==> src/rtl/fpu_pkg.sv <==
// Shared constants and datapath types for the fpu coprocessor.
package pa_fpu;
  localparam int unsigned EXP_W = 8;
  localparam int unsigned MAN_W = 23;
  localparam int unsigned BIAS  = 127;

  typedef enum logic [7:0] {
    op_add = 8'h00,
    op_sub = 8'h01,
    op_mul = 8'h02
  } op_t;

  typedef enum logic [2:0] {
    ST_IDLE,
    ST_UNPACK,
    ST_ALIGN,
    ST_EXEC,
    ST_NORM,
    ST_ROUND
  } state_t;

  localparam logic [5:0]  ADDR_A      = 6'h00;
  localparam logic [5:0]  ADDR_B      = 6'h04;
  localparam logic [5:0]  ADDR_OP     = 6'h08;
  localparam logic [5:0]  ADDR_RES    = 6'h0C;
  localparam logic [5:0]  ADDR_STATUS = 6'h10;
  localparam logic [31:0] QNAN        = 32'h7FC0_0000;

  // Significand carries the hidden bit; it is zero for zero and denormal inputs.
  typedef struct packed {
    logic             sign;
    logic [EXP_W-1:0] exp;
    logic [MAN_W:0]   man;
  } mag_t;

  typedef struct packed {
    logic zero;
    logic inf;
    logic nan;
    mag_t m;
  } fp_t;

  typedef struct packed {
    logic        special;
    logic [31:0] sp_res;
    logic        sp_inv;
    mag_t        hi;
    mag_t        lo;
  } unp_t;

  typedef struct packed {
    logic        sign;
    logic [9:0]  exp;
    logic [47:0] raw;
  } raw_t;

  typedef struct packed {
    logic [31:0] res;
    logic        inv;
    logic        ovf;
    logic        unf;
  } res_t;

  function automatic fp_t unpack(input logic [31:0] w);
    fp_t f;
    f.zero   = (w[30:23] == '0);
    f.inf    = (w[30:23] == '1) && (w[22:0] == '0);
    f.nan    = (w[30:23] == '1) && (w[22:0] != '0);
    f.m.sign = w[31];
    f.m.exp  = w[30:23];
    f.m.man  = f.zero ? '0 : {1'b1, w[22:0]};
    return f;
  endfunction
endpackage

==> src/rtl/fpu_normalize.sv <==
// Leading-one normalisation, round-to-nearest-even and range clamping of a raw significand.
module fpu_normalize
  import pa_fpu::*;
(
  input  logic        sign_i,
  input  logic [9:0]  exp_i,
  input  logic [47:0] raw_i,
  output logic [31:0] res_o,
  output logic        ovf_o,
  output logic        unf_o
);
  // raw_i[46] carries weight 2^(exp_i - bias); exp_i is two's complement.
  logic [5:0]        lz;
  logic [46:0]       norm;
  logic              up;
  logic [MAN_W:0]    frac_r;
  logic signed [9:0] e;

  always_comb begin
    lz = 6'd48;
    for (int unsigned i = 0; i < 48; i++)
      if (raw_i[i]) lz = 6'(47 - i);
    norm   = 47'(raw_i << lz);
    up     = norm[23] & (norm[22] | (|norm[21:0]) | norm[24]);
    frac_r = {1'b0, norm[46:24]} + {{MAN_W{1'b0}}, up};
    e      = $signed(exp_i) + 10'sd1 - $signed({4'b0000, lz})
           + (frac_r[MAN_W] ? 10'sd1 : 10'sd0);
    res_o  = {sign_i, 31'b0};
    ovf_o  = 1'b0;
    unf_o  = 1'b0;
    if (raw_i != '0) begin
      if (e >= 10'sd255) begin
        res_o = {sign_i, 8'hFF, 23'b0};
        ovf_o = 1'b1;
      end else if (e <= 10'sd0) begin
        unf_o = 1'b1;
      end else begin
        res_o = {sign_i, e[7:0], frac_r[MAN_W-1:0]};
      end
    end
  end
endmodule

==> src/rtl/fpu.sv <==
// Memory-mapped binary32 add/sub/mul coprocessor: bus register file, sequencer and datapath.
module fpu
  import pa_fpu::*;
(
  input  logic       clk,
  input  logic       arst,
  input  logic [7:0] databus_in,
  output logic [7:0] databus_out,
  input  logic [5:0] addr,
  input  logic       cs,
  input  logic       rd,
  input  logic       wr,
  input  logic       end_ack,
  output logic       cmd_end,
  output logic       busy
);
  state_t      state_q, state_d;
  logic [31:0] a_q, a_d, b_q, b_d, res_q, res_d;
  logic [7:0]  op_q, op_d;
  logic [2:0]  flags_q, flags_d;  // {underflow, overflow, invalid}
  logic        cmd_end_q, cmd_end_d;
  logic        wr_seen_q, wr_seen_d;
  unp_t        unp_q, unp_d;
  logic [26:0] aln_q, aln_d;
  raw_t        raw_q, raw_d;
  res_t        nrm_q, nrm_d;

  logic        wr_stb, is_mul, op_ok;
  logic [4:0]  lane;
  fp_t         fa, fb;
  logic [7:0]  dexp;
  logic [26:0] lo_ext, lo_sh;
  logic [27:0] sum;
  logic [31:0] n_res;
  logic        n_ovf, n_unf;

  assign busy      = (state_q != ST_IDLE);
  assign cmd_end   = cmd_end_q;
  assign lane      = {addr[1:0], 3'b000};
  assign wr_seen_d = !cs && !wr;
  assign wr_stb    = wr_seen_d && !wr_seen_q;

  always_comb begin
    state_d   = state_q;
    a_d       = a_q;
    b_d       = b_q;
    op_d      = op_q;
    res_d     = res_q;
    flags_d   = flags_q;
    cmd_end_d = cmd_end_q && !end_ack;
    unique case (state_q)
      ST_IDLE: if (wr_stb) begin
        if (addr[5:2] == ADDR_A[5:2]) a_d[lane +: 8] = databus_in;
        else if (addr[5:2] == ADDR_B[5:2]) b_d[lane +: 8] = databus_in;
        else if (addr == ADDR_OP) begin
          op_d      = databus_in;
          flags_d   = '0;
          cmd_end_d = 1'b0;
          state_d   = ST_UNPACK;
        end
      end
      ST_UNPACK: state_d = ST_ALIGN;
      ST_ALIGN:  state_d = ST_EXEC;
      ST_EXEC:   state_d = ST_NORM;
      ST_NORM:   state_d = ST_ROUND;
      ST_ROUND: begin
        state_d   = ST_IDLE;
        res_d     = nrm_q.res;
        flags_d   = {nrm_q.unf, nrm_q.ovf, nrm_q.inv};
        cmd_end_d = 1'b1;
      end
      default:   state_d = ST_IDLE;
    endcase
  end

  // Classify operands and settle every special-value case up front.
  always_comb begin
    fa = unpack(a_q);
    fb = unpack(b_q);
    if (op_q == op_sub) fb.m.sign = ~fb.m.sign;
    is_mul = (op_q == op_mul);
    op_ok  = is_mul || (op_q == op_add) || (op_q == op_sub);
    unp_d  = unp_q;
    if (state_q == ST_UNPACK) begin
      unp_d.special = 1'b1;
      unp_d.sp_inv  = 1'b0;
      unp_d.sp_res  = '0;
      if ({fb.m.exp, fb.m.man} > {fa.m.exp, fa.m.man}) begin
        unp_d.hi = fb.m;
        unp_d.lo = fa.m;
      end else begin
        unp_d.hi = fa.m;
        unp_d.lo = fb.m;
      end
      if (!op_ok || fa.nan || fb.nan) begin
        unp_d.sp_res = QNAN;
        unp_d.sp_inv = 1'b1;
      end else if (is_mul) begin
        if ((fa.inf || fb.inf) && (fa.zero || fb.zero)) begin
          unp_d.sp_res = QNAN;
          unp_d.sp_inv = 1'b1;
        end else if (fa.inf || fb.inf) unp_d.sp_res = {fa.m.sign ^ fb.m.sign, 8'hFF, 23'b0};
        else if (fa.zero || fb.zero) unp_d.sp_res = {fa.m.sign ^ fb.m.sign, 31'b0};
        else unp_d.special = 1'b0;
      end else if (fa.inf && fb.inf && (fa.m.sign != fb.m.sign)) begin
        unp_d.sp_res = QNAN;
        unp_d.sp_inv = 1'b1;
      end else if (fa.inf) unp_d.sp_res = {fa.m.sign, 8'hFF, 23'b0};
      else if (fb.inf) unp_d.sp_res = {fb.m.sign, 8'hFF, 23'b0};
      else if (fa.zero && fb.zero) unp_d.sp_res = {fa.m.sign & fb.m.sign, 31'b0};
      else if (fa.zero) unp_d.sp_res = {fb.m.sign, b_q[30:0]};
      else if (fb.zero) unp_d.sp_res = a_q;
      else unp_d.special = 1'b0;
    end
  end

  // Smaller operand shifted right with the shifted-out bits folded into a sticky LSB.
  always_comb begin
    dexp   = unp_q.hi.exp - unp_q.lo.exp;
    lo_ext = {unp_q.lo.man, 3'b000};
    lo_sh  = lo_ext >> dexp;
    aln_d  = aln_q;
    if (state_q == ST_ALIGN)
      aln_d = {lo_sh[26:1], lo_sh[0] | ((lo_sh << dexp) != lo_ext)};
  end

  always_comb begin
    sum = (unp_q.hi.sign == unp_q.lo.sign) ? {1'b0, unp_q.hi.man, 3'b000} + {1'b0, aln_q}
                                           : {1'b0, unp_q.hi.man, 3'b000} - {1'b0, aln_q};
    raw_d = raw_q;
    if (state_q == ST_EXEC) begin
      if (op_q == op_mul) begin
        raw_d.sign = unp_q.hi.sign ^ unp_q.lo.sign;
        raw_d.exp  = {2'b00, unp_q.hi.exp} + {2'b00, unp_q.lo.exp} - 10'(BIAS);
        raw_d.raw  = {24'b0, unp_q.hi.man} * {24'b0, unp_q.lo.man};
      end else begin
        raw_d.sign = (sum == '0) ? 1'b0 : unp_q.hi.sign;
        raw_d.exp  = {2'b00, unp_q.hi.exp};
        raw_d.raw  = {sum, 20'b0};
      end
    end
  end

  fpu_normalize u_normalize (
    .sign_i (raw_q.sign),
    .exp_i  (raw_q.exp),
    .raw_i  (raw_q.raw),
    .res_o  (n_res),
    .ovf_o  (n_ovf),
    .unf_o  (n_unf)
  );

  always_comb begin
    nrm_d = nrm_q;
    if (state_q == ST_NORM) begin
      if (unp_q.special) begin
        nrm_d.res = unp_q.sp_res;
        nrm_d.inv = unp_q.sp_inv;
        nrm_d.ovf = 1'b0;
        nrm_d.unf = 1'b0;
      end else begin
        nrm_d.res = n_res;
        nrm_d.inv = 1'b0;
        nrm_d.ovf = n_ovf;
        nrm_d.unf = n_unf;
      end
    end
  end

  always_comb begin
    databus_out = '0;
    if (!cs && !rd) begin
      if (addr[5:2] == ADDR_A[5:2]) databus_out = a_q[lane +: 8];
      else if (addr[5:2] == ADDR_B[5:2]) databus_out = b_q[lane +: 8];
      else if (addr[5:2] == ADDR_RES[5:2]) databus_out = res_q[lane +: 8];
      else if (addr == ADDR_OP) databus_out = op_q;
      else if (addr == ADDR_STATUS) databus_out = {3'b000, flags_q, cmd_end_q, busy};
    end
  end

  always_ff @(posedge clk or posedge arst) begin
    if (arst) begin
      state_q   <= ST_IDLE;
      a_q       <= '0;
      b_q       <= '0;
      op_q      <= '0;
      res_q     <= '0;
      flags_q   <= '0;
      cmd_end_q <= 1'b0;
      wr_seen_q <= 1'b0;
      unp_q     <= '0;
      aln_q     <= '0;
      raw_q     <= '0;
      nrm_q     <= '0;
    end else begin
      state_q   <= state_d;
      a_q       <= a_d;
      b_q       <= b_d;
      op_q      <= op_d;
      res_q     <= res_d;
      flags_q   <= flags_d;
      cmd_end_q <= cmd_end_d;
      wr_seen_q <= wr_seen_d;
      unp_q     <= unp_d;
      aln_q     <= aln_d;
      raw_q     <= raw_d;
      nrm_q     <= nrm_d;
    end
  end
endmodule

==> config.mk <==
export PLATFORM = sky130hd
export DESIGN_NAME = fpu
export DESIGN_NICKNAME = d
export VERILOG_FILES = /design/src/rtl/fpu_pkg.sv /design/src/rtl/fpu_normalize.sv /design/src/rtl/fpu.sv
export SDC_FILE = /design/constraint.sdc
export NUM_CORES = 2
export LEC_CHECK = 0
export ABC_AREA = 1
export BUFFER_PORTS_ARGS = -buffer_cell sky130_fd_sc_hd__buf_4
export CAP_MARGIN = 20
export CORE_MARGIN = 4
export CORE_UTILIZATION = 35
export DETAILED_ROUTE_END_ITERATION = 8
export SETUP_SLACK_MARGIN = 0.05
export SYNTH_ARGS = -nofsm -noshare
export SYNTH_HDL_FRONTEND = slang
export SYNTH_SLANG_ARGS = --single-unit
==> constraint.sdc <==
create_clock -name clk -period 10.7 [get_ports clk]
set_clock_uncertainty 0.05 [all_clocks]
set_input_delay 0.535 -clock clk [delete_from_list [all_inputs] [get_ports clk]]
set_output_delay 0.535 -clock clk [all_outputs]
set_load 0.02 [all_outputs]
==> flow_summary.json <==
{
  "outcome": "finished, final reports clean",
  "tightest_slew_ns": 1.14,
  "worstSetupStartpointType": "flip-flop",
  "initialDrtViolationCount": 4072,
  "die_area_mm2": 0.132,
  "ios": 30,
  "start_util_pct": 35.2,
  "drc": 0,
  "synth-async-reset-ratio_pct": 100,
  "fillers": 13200,
  "grt_pass1_wl_um": 239000,
  "drt-pass1-iter-count": 6,
  "clock_latency_ns": 0.61,
  "slowest_stage": "dfrtp_1",
  "synth_top_family_by_area": "adder cells",
  "cts_resized": 0,
  "arrival_ns": 9.62,
  "cts_tree": "done",
  "fmax_ghz": 0.108,
  "detailed_place_hpwl_um": 121000,
  "gp_congestion": 0.990,
  "ys_types": 68,
  "final_core_util_pct": 37.8,
  "mostFrequentLayoutCells": "nand2_1 (1466), inv_1 (1138), o21ai_0 (489), fa_1 (487), nor2_1 (389)",
  "antenna_found_initial": 6,
  "min_period_ns": 9.24,
  "syn-instance-count": 6208,
  "crit_path_max_incr_delay_ns": 1.03,
  "grt_remaining_overflow": 0,
  "setup_viol": 0,
  "yosysSeqAreaShare_pct": 18.8,
  "place_inst": 7629,
  "grt_max_degree": 128,
  "synth_compound_area_share_pct": 14.0,
  "grt_pass1_vias": 39800,
  "syn-num-nets": 7014,
  "cts_root_buf": "clkbuf_16",
  "layout-drive-gt1-share_pct": 4.54,
  "dieHeight_um": 364,
  "synthSimpleGateAreaFrac_pct": 22.1,
  "vias": 40900,
  "clk_pin_slew_ns": 0.06,
  "cts_buffer_depth": 3,
  "rsz0062_at_grt": "no",
  "max-cap-violations": 0,
  "critPathTopFamily": "adder cells",
  "cts_max_level": 2,
  "die_w_um": 364,
  "synthTopCellsByArea": "fa_1 (22%), dfrtp_1 (19%), nand2_1 (12%)",
  "final_cells": 7715,
  "cts_buffers": 43,
  "coreArea_mm2": 0.126,
  "area_delta_synth_final_pct": 7.41,
  "port-buffer-count": 29,
  "ys.warnings.count": 0,
  "synth_top_area_share_pct": 22.0,
  "yosysTopAreaCell": "fa_1",
  "final_common_cell": "nand2_1",
  "ys_ff_latch": 333,
  "hold_viol_final": 0,
  "crit_type": "reg2reg",
  "synth_edf_count": 0,
  "drv_slew": 0,
  "synthMuxAreaShare_pct": 0.336,
  "critPathRequiredTime_ns": 11.09,
  "worstPathMaxFanout": 16,
  "synth-xor-area-share_pct": 1.31,
  "slew_headroom_pct": 24.1,
  "hold_path_class": "in2reg",
  "routed_via_density": 5.30,
  "crit_buf_inv": 14,
  "clock_sinks": 333,
  "routedWlPerCell_um": 20.1,
  "grtUsageTotal_pct": 23.2,
  "antenna_left": 0,
  "post-route-period-util_pct": 86.3,
  "nNetsFinal": 6834,
  "wl_um": 155000,
  "cp_common_cell": "inv_1",
  "endpoint_kind": "flip-flop",
  "setup_tns_ns": 0,
  "synth_area_mm2": 0.0443,
  "synth_flop_cell": "dfrtp_1",
  "synth_adder_area_share_pct": 30.5,
  "rows": 130,
  "syn_area_per_cell_um2": 7.13
}
state kept, by name, summed over array words and instances, names as in the netlist:
| signal | flops |
|---|---|
| flags_q | 3 |
| unp_q | 76 |
| cmd_end | 1 |
| a_q | 32 |
| raw_q | 59 |
| nrm_q | 35 |
| wr_seen_q | 1 |
| op_q | 8 |
| b_q | 32 |
| res_q | 32 |
| aln_q | 27 |
| state_q | 3 |
| lo_ext | 24 |
per-layer routing:
metal  up-vias  GRT usage (%)  share of wire, %
met4         2           8.60               4.2
met5         -              0             0.015
met2      1590           36.7                45
met1     19900           32.7                44
met3       308           2.78               7.2
li1      19100              -                 -
worst register-to-register path: cells and delay by family, from the launching register on:
| kind | cells | cell delay, ns |
|---|---|---|
| flops | 1 | 1.03 |
| fa+ha+maj | 8 | 3.26 |
| xor+xnor | 1 | 0.11 |
| buf+inv | 14 | 1.40 |
| simple gates | 11 | 1.11 |
| compound gates | 10 | 2.15 |
per-stage QoR:
step	instance area (µm²)	hold slack, ns	setup WS [ns]
2_1_floorplan	44300	0.398	0.890
3_3_place_gp	46000	0.414	1.64
3_5_place_dp	46000	0.420	1.63
4_1_cts	47500	0.00115	1.64
5_1_grt	47600	0.0227	0.442
6_report	47600	0.0362	1.46
Yosys cell counts, types with 5 or more instances:
master / count
o21ai_0: 489
a221oi_1: 7
or2_2: 17
o211ai_1: 33
o21ai_1: 20
dfrtp_1: 333
o21bai_1: 12
a32oi_1: 8
buf_1: 25
nor2_2: 10
inv_1: 1139
clkinv_1: 11
o21a_1: 9
a211oi_1: 6
mux2_2: 7
clkbuf_1: 313
inv_2: 11
nor2_1: 392
mux2i_1: 7
a31oi_1: 19
a21oi_1: 351
nor3_1: 33
buf_6: 5
nor4_1: 26
o221ai_1: 9
xor2_1: 51
a2bb2oi_1: 21
ha_1: 299
xnor2_1: 15
nand3_1: 382
buf_2: 12
fa_1: 487
nand2_1: 1467
a311oi_1: 6
o22ai_1: 48
a22oi_1: 28
nand4_1: 35
cells by family after synthesis:
logic type                 after synthesis
muxes                                   14
DFF                                    333
adders and majority gates              786
buffers and inverters                 1517
AOI/OAI and AO/OA                     1107
xor gates and xnor gates                66
and+or+nand+nor                       2385
worst paths after layout:
kind | from | endpoint | slack (ns) | cells after the start
min in group asynchronous | arst | op_q[3]$_DFFE_PP0P_ | 0.07 | 2
setup reg to reg | unp_q[44]$_DFFE_PP0P_ | raw_q[41]$_DFFE_PP0N_ | 1.46 | 44
hold reg to reg | res_q[23]$_DFFE_PP0N_ | res_q[23]$_DFFE_PP0N_ | 0.43 | 2
hold / removal | cs | wr_seen_q$_DFF_PP0_ | 0.04 | 2
max in group asynchronous | arst | aln_q[20]$_DFFE_PP0P_ | 8.35 | 5
setup / recovery | unp_q[44]$_DFFE_PP0P_ | raw_q[41]$_DFFE_PP0N_ | 1.46 | 44
timing repair:
| item | 4_1_cts | 5_1_grt |
|---|---|---|
| buffers inserted | 0 | 0 |
| setup endpoints to repair | 0 | 0 |
| endpoints found under the hold margin | 1 | 0 |
| hold buffers | 1 | 0 |
final cells by class:
class | instances | area (µm²) | area share (%)
Multi-Input combinational cell | 4358 | 30300 | 63.7
Sequential cell | 333 | 8330 | 17.5
Inverter | 1161 | 4370 | 9.18
Tap cell | 1650 | 2060 | 4.34
Clock buffer | 61 | 1240 | 2.61
Timing Repair Buffer | 131 | 1040 | 2.19
Clock inverter | 19 | 221 | 0.466
Antenna cell | 2 | 5.00 | 0.0105
Power is left out: the tool's default activity adds up to more than one toggle a clock period on the data nets, which glitch-free logic cannot reach.
